==> src/rtl/tick_sched_pkg.sv <==
// tick_sched_pkg: shared types and constants for the tick_sched timebase.
//   - default sizes for the channel count, counter width and channel index width
//   - configuration FSM state encoding
//   - channel configuration record
//   - named periods for the standard consumers at a 100 MHz system clock
package tick_sched_pkg;

  localparam int NCH_DEF = 4;
  localparam int CW_DEF  = 32;
  localparam int CHW_DEF = 2;

  typedef enum logic [0:0] {
    IDLE = 1'b0,
    LOAD = 1'b1
  } cfg_state_e;

  typedef struct packed {
    logic [CW_DEF-1:0] period;
    logic              oneshot;
    logic              en;
  } chan_cfg_t;

  // Display scan, one-second and two-second timebases.
  localparam logic [CW_DEF-1:0] P_DISP = 32'd1_048_576;
  localparam logic [CW_DEF-1:0] P_SEC  = 32'd100_000_000;
  localparam logic [CW_DEF-1:0] P_2SEC = 32'd200_000_000;

endpackage

==> src/rtl/tick_sched_chan.sv <==
// tick_chan: one tick channel of the tick_sched timebase.
// Counts clk cycles and emits a one-cycle tick every period cycles; a one-shot
// channel disables itself on its first tick and raises a sticky done flag.
// Optional square-wave output when TICK_SCHED_LVL_EN is defined.
// Ports:
//   clk, rst        system clock, asynchronous active-high reset
//   load_i          write the cfg_* values into this channel (restarts it)
//   cfg_period_i    tick period in clk cycles (0 = inert)
//   cfg_oneshot_i   stop after the first tick
//   cfg_en_i        channel enable
//   sync_i          zero the counter (phase align)
//   tick_o          one-cycle tick pulse
//   done_o          one-shot channel has fired (sticky until next load)
//   lvl_o           toggles on every tick (0 when TICK_SCHED_LVL_EN undefined)
module tick_chan
  import tick_sched_pkg::*;
#(
  parameter int CW = CW_DEF
) (
  input  logic          clk,
  input  logic          rst,
  input  logic          load_i,
  input  logic [CW-1:0] cfg_period_i,
  input  logic          cfg_oneshot_i,
  input  logic          cfg_en_i,
  input  logic          sync_i,
  output logic          tick_o,
  output logic          done_o,
  output logic          lvl_o
);

  logic [CW-1:0] cnt_q, cnt_d;
  logic [CW-1:0] period_q;
  logic          oneshot_q;
  logic          en_q;
  logic          done_q;
  logic          active;
  logic          at_end;

  // A zero period keeps the channel inert, which also makes period_q - 1
  // (all ones) harmless: at_end is never used while period_q is 0.
  assign active = en_q && (period_q != '0);
  assign at_end = (cnt_q == (period_q - CW'(1)));
  // A load to this channel wins over a tick landing in the same cycle.
  assign tick_o = active && at_end && !load_i;
  assign done_o = done_q;

  always_comb begin
    cnt_d = cnt_q;
    if (load_i || sync_i || tick_o) begin
      cnt_d = '0;
    end else if (active) begin
      cnt_d = cnt_q + CW'(1);
    end
  end

  always_ff @(posedge clk or posedge rst) begin
    if (rst) begin
      cnt_q     <= '0;
      period_q  <= '0;
      oneshot_q <= 1'b0;
      en_q      <= 1'b0;
      done_q    <= 1'b0;
    end else begin
      cnt_q <= cnt_d;
      if (load_i) begin
        period_q  <= cfg_period_i;
        oneshot_q <= cfg_oneshot_i;
        en_q      <= cfg_en_i;
        done_q    <= 1'b0;
      end else if (tick_o && oneshot_q) begin
        en_q   <= 1'b0;
        done_q <= 1'b1;
      end
    end
  end

`ifdef TICK_SCHED_LVL_EN
  logic lvl_q;

  always_ff @(posedge clk or posedge rst) begin
    if (rst) begin
      lvl_q <= 1'b0;
    end else if (load_i) begin
      lvl_q <= 1'b0;
    end else if (tick_o) begin
      lvl_q <= ~lvl_q;
    end
  end

  assign lvl_o = lvl_q;
`else
  assign lvl_o = 1'b0;
`endif

endmodule

==> src/rtl/tick_sched.sv <==
// tick_sched: programmable timebase with NCH independent tick channels.
// A two-state config FSM (IDLE/LOAD) accepts one write per two cycles over a
// valid/ready port, holds it for one cycle, then loads the target channel.
// Writes to a channel index >= NCH complete the handshake but change nothing.
// Optional feature macro: TICK_SCHED_LVL_EN (square-wave tick_lvl outputs).
// Ports:
//   clk, rst      system clock, asynchronous active-high reset
//   cfg_valid     configuration write request
//   cfg_ready     write can be accepted this cycle (high in IDLE)
//   cfg_ch        target channel index
//   cfg_period    tick period in clk cycles (0 = inert)
//   cfg_oneshot   1 = stop after first tick
//   cfg_en        channel enable
//   sync          zero all channel counters
//   tick          one-cycle tick per channel
//   done          sticky one-shot fired flag per channel
//   tick_lvl      per-channel toggle on tick (0 when feature disabled)
module tick_sched
  import tick_sched_pkg::*;
#(
  parameter int NCH = NCH_DEF,
  parameter int CW  = CW_DEF,
  parameter int CHW = CHW_DEF
) (
  input  logic           clk,
  input  logic           rst,
  input  logic           cfg_valid,
  output logic           cfg_ready,
  input  logic [CHW-1:0] cfg_ch,
  input  logic [CW-1:0]  cfg_period,
  input  logic           cfg_oneshot,
  input  logic           cfg_en,
  input  logic           sync,
  output logic [NCH-1:0] tick,
  output logic [NCH-1:0] done,
  output logic [NCH-1:0] tick_lvl
);

  cfg_state_e     state_q, state_d;
  logic           accept;
  logic [CHW-1:0] hold_ch_q;
  logic [CW-1:0]  hold_period_q;
  logic           hold_oneshot_q;
  logic           hold_en_q;

  always_comb begin
    state_d   = state_q;
    cfg_ready = 1'b0;
    accept    = 1'b0;
    case (state_q)
      IDLE: begin
        cfg_ready = 1'b1;
        if (cfg_valid) begin
          accept  = 1'b1;
          state_d = LOAD;
        end
      end
      LOAD:    state_d = IDLE;
      default: state_d = IDLE;
    endcase
  end

  always_ff @(posedge clk or posedge rst) begin
    if (rst) begin
      state_q <= IDLE;
    end else begin
      state_q <= state_d;
    end
  end

  // Holding registers are only consumed in LOAD, which always follows a
  // capture, so they need no reset.
  always_ff @(posedge clk) begin
    if (accept) begin
      hold_ch_q      <= cfg_ch;
      hold_period_q  <= cfg_period;
      hold_oneshot_q <= cfg_oneshot;
      hold_en_q      <= cfg_en;
    end
  end

  for (genvar g = 0; g < NCH; g++) begin : g_chan
    logic load;

    // Out-of-range indices never match any generated channel.
    assign load = (state_q == LOAD) && (hold_ch_q == CHW'(g));

    tick_chan #(
      .CW(CW)
    ) u_chan (
      .clk          (clk),
      .rst          (rst),
      .load_i       (load),
      .cfg_period_i (hold_period_q),
      .cfg_oneshot_i(hold_oneshot_q),
      .cfg_en_i     (hold_en_q),
      .sync_i       (sync),
      .tick_o       (tick[g]),
      .done_o       (done[g]),
      .lvl_o        (tick_lvl[g])
    );
  end

endmodule
==> config.mk <==
export PLATFORM = sky130hd
export DESIGN_NAME = tick_sched
export DESIGN_NICKNAME = d
export VERILOG_FILES = /design/src/rtl/tick_sched_pkg.sv /design/src/rtl/tick_sched_chan.sv /design/src/rtl/tick_sched.sv
export SDC_FILE = /design/constraint.sdc
export NUM_CORES = 1
export LEC_CHECK = 0
export BUFFER_PORTS_ARGS = -buffer_cell sky130_fd_sc_hd__buf_2
export CAP_MARGIN = 20
export CORE_UTILIZATION = 30
export DETAILED_ROUTE_END_ITERATION = 7
export GPL_ROUTABILITY_DRIVEN = 0
export SLEW_MARGIN = 20
export SYNTH_ARGS = -nofsm -noshare
export SYNTH_HDL_FRONTEND = slang
export SYNTH_SLANG_ARGS = --single-unit
==> constraint.sdc <==
create_clock -name clk -period 9.4 [get_ports clk]
set_input_delay 1.41 -clock clk [delete_from_list [all_inputs] [get_ports clk]]
set_output_delay 1.41 -clock clk [all_outputs]
set_load 0.005 [all_outputs]
; ---- Word-level counts from Yosys, hierarchy flattened
; Index checks and enable logic that the tools add are counted.
[totals]
output_inout_bits = 13
ff_bits = 305
input_bits = 40
elab_cells = 114
[classes]
n_reduce_logical = 45
muxes = 28
n_bitwise = 1
addsub = 8
eq_ne = 7
[ops]
columns = op, n
row1 = two-way mux 32 bit, 8
row2 = "adder 32 x 1 -> 32 bit, second input constant", 4
row3 = equality test 32 bit, 4
row4 = nonzero test 32 bit, 4
row5 = "subtractor 32 x 1 -> 32 bit, second input constant", 4
row6 = logical AND 1 bit, 20
row7 = two-way mux 1 bit, 19
row8 = nonzero test 2 bit, 8
row9 = logical OR 1 bit, 8
row10 = "equality test 2 bit, second input constant", 2
row11 = zero test 1 bit, 4
row12 = "equality test 2 x 1 -> 1 bit, second input constant", 1
row13 = zero test 2 bit, 1
row14 = one-hot mux 1 bit (2 select lines), 1
row15 = inverter 1 bit, 1

; ---- Longest topological paths before layout
; Gate-level depths: netlist of run 1.
[logic_depth]
ltp_word = 7
depth_mapped = 13
mapped_depth_nobuf = 10

; ---- Modules after synthesis
; A second synthesis of run 1 with hierarchy kept.
[unflattened]
hier_cells = 1769
hier_area_um2 = 18202.5
[modules_own_cells]
columns = module, seq_area_each_um2, cells_each, area_per_inst_um2, n_inst
row1 = tick_chan (g_chan[0].u_chan ...), 1676.6, 432, 4295.4, 3
row2 = tick_chan (g_chan[3].u_chan), 1676.6, 429, 4160.2, 1
row3 = tick_sched, 1106.1, 44, 1156.1, 1

; ---- Worst setup path after synthesis of run 1
; OpenSTA, ideal clock, no wires.
[synth_timing]
path_type = register -> output
from = register g_chan[3].u_chan.period_q[2]
to = output port tick[3]
stages_incl_launch_ff = 12
required_ns = 7.990
path_buffers = 4
arrival_ns = 3.112
path_slack_ns = 4.878
path_cell_list = dfrtp_1 clkbuf_1 nor4_1 nand3_1 o41ai_1 o41a_1 o2111ai_1 nor4_1 and4_1 clkbuf_1 buf_2 buf_4
[synth_between]
elab_chain_cells = 4
[synth_rtl]
columns = element, line
row1 = from (decl), tick_sched_chan.sv:33  ; logic [CW-1:0] period_q;
row2 = from (signal assigned), tick_sched_chan.sv:67  ; period_q <= cfg_period_i;
row3 = subtractor 32 x 1 -> 32 bit / nonzero test 32 bit (equally long branches), "tick_sched_chan.sv:43, tick_sched_chan.sv:42"
row4 = equality test 32 bit / logical AND 1 bit (equally long branches), "tick_sched_chan.sv:43, tick_sched_chan.sv:42"
row5 = logical AND 1 bit * (2 in series), tick_sched_chan.sv:45  ; assign tick_o = active && at_end && !load_i;
row6 = to (decl), tick_sched.sv:34  ; output logic [NCH-1:0] tick,
; Every way passes the cells marked *; elsewhere a longest branch is shown, timed or not.

; ---- Worst setup path in the final report of run 1
; Same ends and word-level chain as after synthesis.

==> run metrics, run 1 <==
outcome finished, violations left; failing checks design-rule violations; Worst EP required 7990 ps; Synth Area per Inst 9.62 um2; most used flip-flop cell after synthesis dfrtp_1; reg2reg path depth 9; area grow syn2layout 11.6%; CP arrival 4410 ps; largest net degree at the start of global routing ~140; r2r startpoint g_chan[0].u_chan.period_q[13]; CTS root buf clkbuf_16; Crit Path Class reg2out; worst skew pair latency 540 ps; Final Slew Violations 0; post_cts resized 0; Routed Antenna Nets 0; FMAX 172 MHz; hold_buf cts 0; share of post-route cells with drive strength above 1 13.6%; Worst Skew ~25 ps; Final Cell Area 20,000 um2; final WL 49.2 mm; cts bufs inserted 34; Hold WS around 470 ps; vias in the first global route 13,700; clk buf depth 3; buffers added on ports 48; Die X 247 um; Placed Area roughly 19,000 um2; Ports 53; crit path launch g_chan[3].u_chan.period_q[2]; Final period util 61.9%; async set or reset register ratio after synthesis between 80% and 90%; starting density of the core a little under a third; DRT Pass-1 Iters 7; Core Footprint between 50,000 and 60,000 um2; first-pass GRT wire length 78.0 mm; Peak VDD IR around 0.18 mV; placed cells 2,598; DRC viols 12; largest fanout on the critical path 33; die area 60,900 um2; Synth Instances 1,867; crit path launch type register; worst reg2reg endpoint g_chan[0].u_chan.cnt_q[10]; MaxCap Viol Count 0; chip height approximately 250 um; area of the mapped netlist roughly 18,000 um2; DP HPWL 35.5 mm; endpoints failing setup 0; total number of vias ~14,000; Distinct cells, synth 78; Clock transition at path regs 60 ps; relative slew slack 28.4%; GR Overflow Total 0; initial antenna violation count 4; commonest non-fill, non-tap cell in the layout dfrtp_1; RSZ-0062 raised after global routing false; Reg2Reg Setup Slack between 5000 and 6000 ps; row cnt 89; #FFs+latches synth 305; htree depth 2; hold-critical path depth 1; # fillers 5,927; CTS tree yes; crit end category primary output; EDFF count, synth 36; via/cell ratio 5.38; worst slew pin tran 1060 ps; Setup TNS 0 ps; DR iter-0 viols around 1,400; final hold violation count 0; mean routed wirelength per cell 18.5 um; worst setup path end tick[3]; Tmin final 5820 ps; fin cells 2,662; Total GRT Usage 16.2%; Final Net Count 1,915; hold crit path type reg2reg; CTS Sinks 305; Seq/Total Area, Yosys 43.5%; setup bufs post-CTS 0; multi-input combinational cell area about 9600 um2; FF/Latch Area 7810 um2; most frequent cells in the layout dfrtp_1 (269), nand2_1 (184), nor2_1 (170); Power Density 194 nW/um2; Ys Warns 0; P_leak around 8 nW
[through the flow]
| step | utilization, % | worst slack (ps) | power, mW |
|---|---|---|---|
| 2_1_floorplan | - | 580 | 2.28 |
| 3_3_place_gp | 31.9 | 4260 | 2.49 |
| 3_5_place_dp | 31.9 | 4200 | 2.51 |
| 4_1_cts | 33.8 | 3630 | 3.91 |
| 5_1_grt | 33.9 | 3370 | 4.09 |
| 6_report | 33.9 | 3580 | 3.90 |
[cell type report]
type                    count  area share, %
diodes                      1         0.0125
clock buffers              49           4.93
clock inverters            12          0.793
inverters                  36          0.737
multi-input cells        1421           47.7
flip-flops and latches    305           39.0
well taps                 773           4.83
repair buffers             65           1.99
[Yosys cell counts (7+ instances only)]
library cell / instances / area, um2
dfrtp_1: 269 / 6730
nand2_1: 184 / 691
nor2_1: 170 / 638
xnor2_1: 138 / 1210
xor2_1: 133 / 1160
nor3_1: 114 / 571
mux2_2: 105 / 1180
clkbuf_1: 73 / 274
nand4_1: 63 / 394
nand3_1: 57 / 285
nor4_1: 43 / 269
o21ai_0: 37 / 185
edfxtp_1: 36 / 1080
inv_1: 36 / 135
or3_1: 27 / 169
or4_1: 26 / 195
a21oi_1: 23 / 115
and4_1: 22 / 193
and3_1: 19 / 119
mux2i_1: 15 / 150
nor2b_1: 15 / 93.8
a31oi_1: 13 / 81.3
and2_1: 13 / 81.3
buf_2: 12 / 60.1
buf_4: 12 / 90.1
ha_1: 12 / 150
nand2b_1: 11 / 68.8
or2_2: 11 / 68.8
a2111oi_0: 9 / 78.8
nor4b_1: 9 / 78.8
o211ai_1: 9 / 67.6
buf_1: 8 / 30.0
o31ai_1: 8 / 60.1
a21boi_0: 7 / 52.6
nor3b_1: 7 / 52.6
[registers in the layout, indices dropped and copies added, names as in the netlist]
name and cells:
g_chan.u_chan.cnt_q 128, g_chan.u_chan.period_q 128, hold_period_q 32, g_chan.u_chan.done_o 4, g_chan.u_chan.en_q 4, g_chan.u_chan.oneshot_q 4, hold_ch_q 2, hold_en_q 1
hold_oneshot_q 1, state_q 1
[how the worst min path moves through the flow]
stage / endpoint / from
4_1_cts: g_chan[2].u_chan.en_q / g_chan[2].u_chan.oneshot_q
3_5_place_dp: g_chan[1].u_chan.done_o / g_chan[1].u_chan.done_o
2_1_floorplan: g_chan[2].u_chan.en_q / g_chan[2].u_chan.oneshot_q
5_1_grt: g_chan[2].u_chan.en_q / g_chan[2].u_chan.oneshot_q
6_report: g_chan[2].u_chan.en_q / g_chan[2].u_chan.oneshot_q
3_3_place_gp: g_chan[2].u_chan.en_q / g_chan[2].u_chan.oneshot_q
[layer usage]
| metal | vias up | wire length [um] | GRT usage [%] |
|---|---|---|---|
| met5 | - | 13 | 0 |
| met2 | 513 | 21700 | 24.8 |
| met1 | 7036 | 22200 | 22.9 |
| met3 | 83 | 4270 | 3.69 |
| li1 | 6675 | - | - |
| met4 | 2 | 1020 | 3.85 |
[worst max-delay path, stage by stage, from the launching register on]
cell,delay [ps]
dfrtp_1,460
nor4_1,930
nand3_1,550
o41ai_1,550
a211o_1,200
o2111ai_1,90
nor4_1,320
and4_1,240
buf_4,330
buf_2,200
[kinds of logic (layout without fill, tap and decap cells)]
| family | after synthesis | after routing | share of synthesized area, % |
|---|---|---|---|
| AND/OR/NAND/NOR | 823 | 823 | 23.9 |
| flip-flops | 305 | 305 | 43.5 |
| XOR/XNOR | 271 | 271 | 13.2 |
| AO/OA/AOI/OAI | 191 | 191 | 7.67 |
| buffers and inverters | 144 | 162 | 3.47 |
| multiplexers | 120 | 120 | 7.42 |
| adder cells (fa/ha/maj) | 12 | 12 | 0.836 |
| other | 1 | 5 | 0.0209 |
[where the power goes]
group / internal (mW) / switching, mW / leakage [nW]
clock: 0.840 / 0.547 / 0.563
sequential: 1.48 / 0.260 / 3.84
combinational: 0.353 / 0.413 / 3.40
total: 2.67 / 1.22 / 7.80
(Power assumes the default switching activity.)
==> run 2, diff against run 1 <==
ABC_AREA = 1   (was default)
clock period = 5.5 ns   (was 9.4 ns; I/O delays follow)
==> run 2 against run 1 <==
- the flow now finishes without violations
- flip-flop and latch count is the same
- sequential power grew 63%
- area after synthesis grew 11%
- cell count grew 40%
- synthesized cell count grew 51%
- register-to-register slack lost 2900 ps
- setup slack lost 2100 ps
- clock-buffer cell count grew 2
- critical path type unchanged
- largest power group unchanged
==> run metrics, run 2 <==
outcome complete, no violations; CTS tree yes; starting density of the core 30.3%; Synth area leaders dfrtp_1 (34%), nand2_1 (15%), nor2_1 (9.4%); # fillers 7,046; P_leak around 10 nW; Ports 53; CTS Sinks 305; Die X roughly 260 um; chip height approximately 260 um; post_cts resized 0; FMAX 249 MHz; most common cell in the netlist nand2_1; initial antenna violation count 0; Setup TNS 0 ps; Synth Instances approximately 2,800; DRC viols 0; cell taking the most area after synthesis dfrtp_1; row cnt 94; crit end category primary output; final core occ 33.8%; final WL between 50 and 60 mm; via/cell ratio around 4.6; final hold violation count 0; most used flip-flop cell after synthesis dfrtp_1; Final Net Count 2,900; most frequent cells in the layout nand2_1 (801), nor2_1 (497), inv_1 (309); share of post-route cells with drive strength above 1 7.65%; clk buf depth 3; buffers added on ports 48; top post-synthesis cells by count nand2_1 (801), nor2_1 (499), inv_1 (310); relative slew slack 36.8%; CTS root buf clkbuf_16; Crit Path Class reg2out; Total GRT Usage 16.5%; DR iter-0 viols 1,301; Final Cell Area between 20,000 and 25,000 um2; Routed Antenna Nets 0; cts bufs inserted 36; hold_buf cts 0; crit path launch type register; Largest regs g_chan.u_chan.cnt_q: 128 flops, g_chan.u_chan.period_q: 128 flops, hold_period_q: 32 flops; Placed Area 20,900 um2; Worst Skew 38.0 ps; Final period util 73.1%; worst skew pair latency 580 ps; Seq/Total Area, Yosys 39.3%; area of the mapped netlist between 15,000 and 20,000 um2; GR Overflow Total 0; RSZ-0062 raised after global routing false; area grow syn2layout 11.6%; Power Density roughly 320 nW/um2; commonest non-fill, non-tap cell in the layout nand2_1; DP HPWL ~42 mm; Peak VDD IR roughly 0.20 mV; EDFF count, synth 36; hold crit path type in2reg; Final Slew Violations 0; Distinct cells, synth between 40 and 50; Core Footprint 65,600 um2; mean routed wirelength per cell 14.7 um; Clock transition at path regs roughly 60 ps; total number of vias ~17,000; htree depth 2; Yosys top cell area share 33.8%; async set or reset register ratio after synthesis approximately 88%; Worst EP required 4680 ps; endpoints failing setup 0; Reg2Reg Setup Slack 2430 ps; MaxCap Viol Count 0; setup bufs post-CTS 0; #FFs+latches synth 305; CP arrival around 3200 ps; vias in the first global route 15,900; DRT Pass-1 Iters 5; first-pass GRT wire length 87.9 mm; Ys Warns 0; largest fanout on the critical path 6; Synth Area per Inst 7.05 um2; die area slightly below 70,000 um2; largest net degree at the start of global routing 160; Tmin final 4020 ps; worst slew pin tran 948 ps
==> run 2: changes by cell type after synthesis, sizes merged, moves of 86 or more <==
cell	delta
nor3	-86
o21ai	+137
inv	+280
nand3	+107
nand2	+641
nor2	+385
mux2	-105
==> run 2: layout make-up <==
| class | count | area [um2] | share of cell area [%] |
|---|---|---|---|
| sequential | 305 | 7810 | 35.2 |
| timing repair buffer | 59 | 335 | 1.51 |
| tap | 864 | 1080 | 4.87 |
| inverter | 318 | 1200 | 5.39 |
| multi-input combinational | 2128 | 10500 | 47.3 |
| antenna | 1 | 2.50 | 0.0113 |
| clock inverter | 14 | 173 | 0.778 |
| clock buffer | 51 | 1090 | 4.92 |
==> run 2: final timing paths <==
path | startpoint | to | cells past startpoint
min in group asynchronous | rst | g_chan[0].u_chan.period_q[0] | 3
max in group asynchronous | rst | g_chan[2].u_chan.cnt_q[23] | 3
min reg2reg | g_chan[2].u_chan.done_o | g_chan[2].u_chan.done_o | 2
min | cfg_oneshot | hold_oneshot_q | 1
max | g_chan[0].u_chan.period_q[0] | tick[0] | 12
max reg2reg | g_chan[2].u_chan.period_q[0] | g_chan[2].u_chan.cnt_q[23] | 13
==> run 2: power by group <==
| group | internal [mW] | total (mW) | leakage (nW) | switching, mW |
|---|---|---|---|---|
| logic | 0.591 | 1.71 | 5.82 | 1.12 |
| clock network | 1.53 | 2.54 | 0.606 | 1.01 |
| registers | 2.51 | 2.84 | 3.90 | 0.330 |
==> run 2: per-layer routing <==
layer | global-route usage, % | part of all wire (%)
met5 | 0 | 0
met3 | 1.74 | 4.6
met2 | 25.3 | 43
met4 | 6.83 | 3.8
met1 | 23.6 | 49
==> run 2: metrics by stage <==
step                hold slack (ps)  std cells  power (mW)  setup WS (ps)
global route                    409       3739        7.53           1300
global placement                462       3674        4.57           2230
floorplan                       451       2822        4.12           1120
finish                          420       3740        7.09           1480
detailed placement              466       3674        4.57           2170
CTS                             396       3739        7.16           1520
==> run 2: worst max-delay path, cell delays in order, from the launching register on <==
cell,delay (ps)
dfrtp_1,420
inv_1,120
ha_1,240
nand3_2,150
nor2_2,300
xor2_1,250
nand4_1,130
nor3_1,190
nand3_1,110
nor2_1,130
nand3_1,90
nor2_1,310
buf_2,190
==> run 2: cells by family (layout without fill, tap and decap cells) <==
group | after synthesis | count (layout) | synth area share, %
buf+inv | 389 | 442 | 8.08
flops | 305 | 305 | 39.3
simple gates | 1686 | 1686 | 36.5
compound gates | 202 | 202 | 5.27
fa+ha+maj | 12 | 12 | 0.755
xor+xnor | 224 | 224 | 10.1
other cells | 1 | 5 | 0.0189
==> run 3, diff against run 2 <==
clock period = 4.14 ns   (was 5.5 ns; I/O delays follow)
==> run 3 against run 2 <==
- the flow now finishes with violations (design-rule violations)
- sequential power up 33%
- clock power up 29%
- sequential share of layout area up 0.071 points
- largest power group unchanged
- clock-buffer cell count down 12
- clock skew down 11 ps
- die area unchanged
==> run metrics, run 3 (synthesized netlist as in run 2, its figures left out) <==
# fillers 7,101; CTS root buf clkbuf_16; MaxCap Viol Count 0; commonest non-fill, non-tap cell in the layout nand2_1; area grow syn2layout 11.4%; Core Footprint 65,600 um2; total number of vias roughly 17,000; clock share of power 35.2%; M1 WL 26.3 mm; crit-path cells inv_1 > ha_1 > nand3_2 > nor2_2 > xor2_1 > nand4_1 > nor3_1 > nand3_1 > nor2_1 > nand3_1 > nor2_1 > buf_2; GR Overflow Total 0; largest net degree at the start of global routing 144; DR top layer met5; Ports 53; hold crit path type in2async; Total GRT Usage 16.5%; NetSw 3.24 mW; final core occ approximately a third; Crit Path Class reg2out; worst skew pair latency 560 ps; Largest regs g_chan.u_chan.cnt_q: 128 flops, g_chan.u_chan.period_q: 128 flops, hold_period_q: 32 flops; Final period util 87.1%; fin cells 3,738; Max stage delay on crit path 420 ps; row cnt between 90 and 100; Power Density 421 nW/um2; Seq pwr share 40.5%; FMAX 277 MHz; post-route setup slack about 530 ps; outcome finished, violations left; Final Cell Area 22,200 um2; setup bufs post-CTS 0; cts bufs inserted 35; placed cells 3,675; Peak VDD IR ~0.29 mV; pre-CTS setup slack 1040 ps; Die X 259 um; RSZ-0062 raised after global routing false; WL met2 23.4 mm; initial antenna violation count 1; chip height 259 um; CP arrival 2990 ps; CTS Sinks 305; share of post-route cells with drive strength above 1 7.62%; crit end category primary output; Clock transition at path regs 60 ps; first-pass GRT wire length between 80 and 90 mm; clk buf depth 3; crit path launch type register; relative slew slack about half; CTS tree yes; htree depth 2; Worst EP required approximately 3500 ps; Tmin final about 3600 ps; worst slew pin tran just under 800 ps; vias in the first global route 16,300; crit path max-delay cell type dfrtp_1; DP HPWL 41.8 mm; final WL 54.4 mm; hold_buf cts 0; final hold violation count 0; DRT Pass-1 Iters 8; DRC viols 2; via/cell ratio 4.57; DR iter-0 viols 1,129; endpoints failing setup 0; DR WL met3 2.33 mm; mean routed wirelength per cell 14.6 um; Final Net Count 2,900; buffers added on ports 48; Power Internal approximately 6 mW; most frequent cells in the layout nand2_1 (801), nor2_1 (497), inv_1 (309); Worst Skew about 27 ps; Sw Ratio 34.7%; post_cts resized 0; failing checks design-rule violations; P_leak just over 10 nW; Routed Antenna Nets 0; largest fanout on the critical path 6; starting density of the core 30.3%; die area 67,300 um2; Placed Area 21,000 um2; combinational power share ~24%; Final Slew Violations 0
[run 3: final cells by class]
type | instances | area, um2 | area share (%)
multi-input cells | 2128 | 10500 | 47.4
diodes | 1 | 2.50 | 0.0113
repair buffers | 60 | 355 | 1.60
inverters | 318 | 1200 | 5.40
clock inverters | 23 | 288 | 1.30
well taps | 864 | 1080 | 4.88
flip-flops and latches | 305 | 7810 | 35.3
clock buffers | 39 | 912 | 4.12
[run 3: power by group through the flow]
stage | logic (mW) | clock network (mW) | registers [mW]
floorplan | 1.83 | 0 | 3.65
global placement | 2.24 | 0 | 3.82
detailed placement | 2.27 | 0 | 3.82
CTS | 2.27 | 3.37 | 3.77
global route | 2.62 | 3.48 | 3.83
finish | 2.27 | 3.28 | 3.78
[run 3: metrics by stage]
step	power, mW	hold WS [ps]	setup TNS, ps
detailed placement	6.08	474	0
CTS	9.42	83.8	0
global placement	6.06	465	0
floorplan	5.47	451	-9270
finish	9.33	95.2	0
global route	9.93	124	0
[run 3: metal layers]
layer | vias up | track usage, %
li1 | 8847 | -
met1 | 7774 | 23.0
met2 | 370 | 25.7
met3 | 100 | 1.99
met4 | 4 | 7.34
met5 | - | 0
[run 3: final timing paths]
path,start,to,slack (ps),cells after the start
worst max-delay path,g_chan[0].u_chan.period_q[0],tick[0],530,12
min in group clk,cfg_period[12],hold_period_q[12],240,1
worst min-delay path,rst,g_chan[0].u_chan.period_q[2],100,2
max in group asynchronous,rst,g_chan[2].u_chan.cnt_q[20],2920,3
worst min register to register,g_chan[0].u_chan.done_o,g_chan[0].u_chan.done_o,490,2
worst max register to register,g_chan[3].u_chan.period_q[0],g_chan[3].u_chan.cnt_q[22],1200,14
[run 3: worst max-delay path, delay by kind of cell, from the launching register on]
kind	cells	cell delay [ps]
XOR/XNOR	1	220
adder cells (fa/ha/maj)	1	240
buffers and inverters	2	290
flip-flops	1	420
AND/OR/NAND/NOR	8	1250
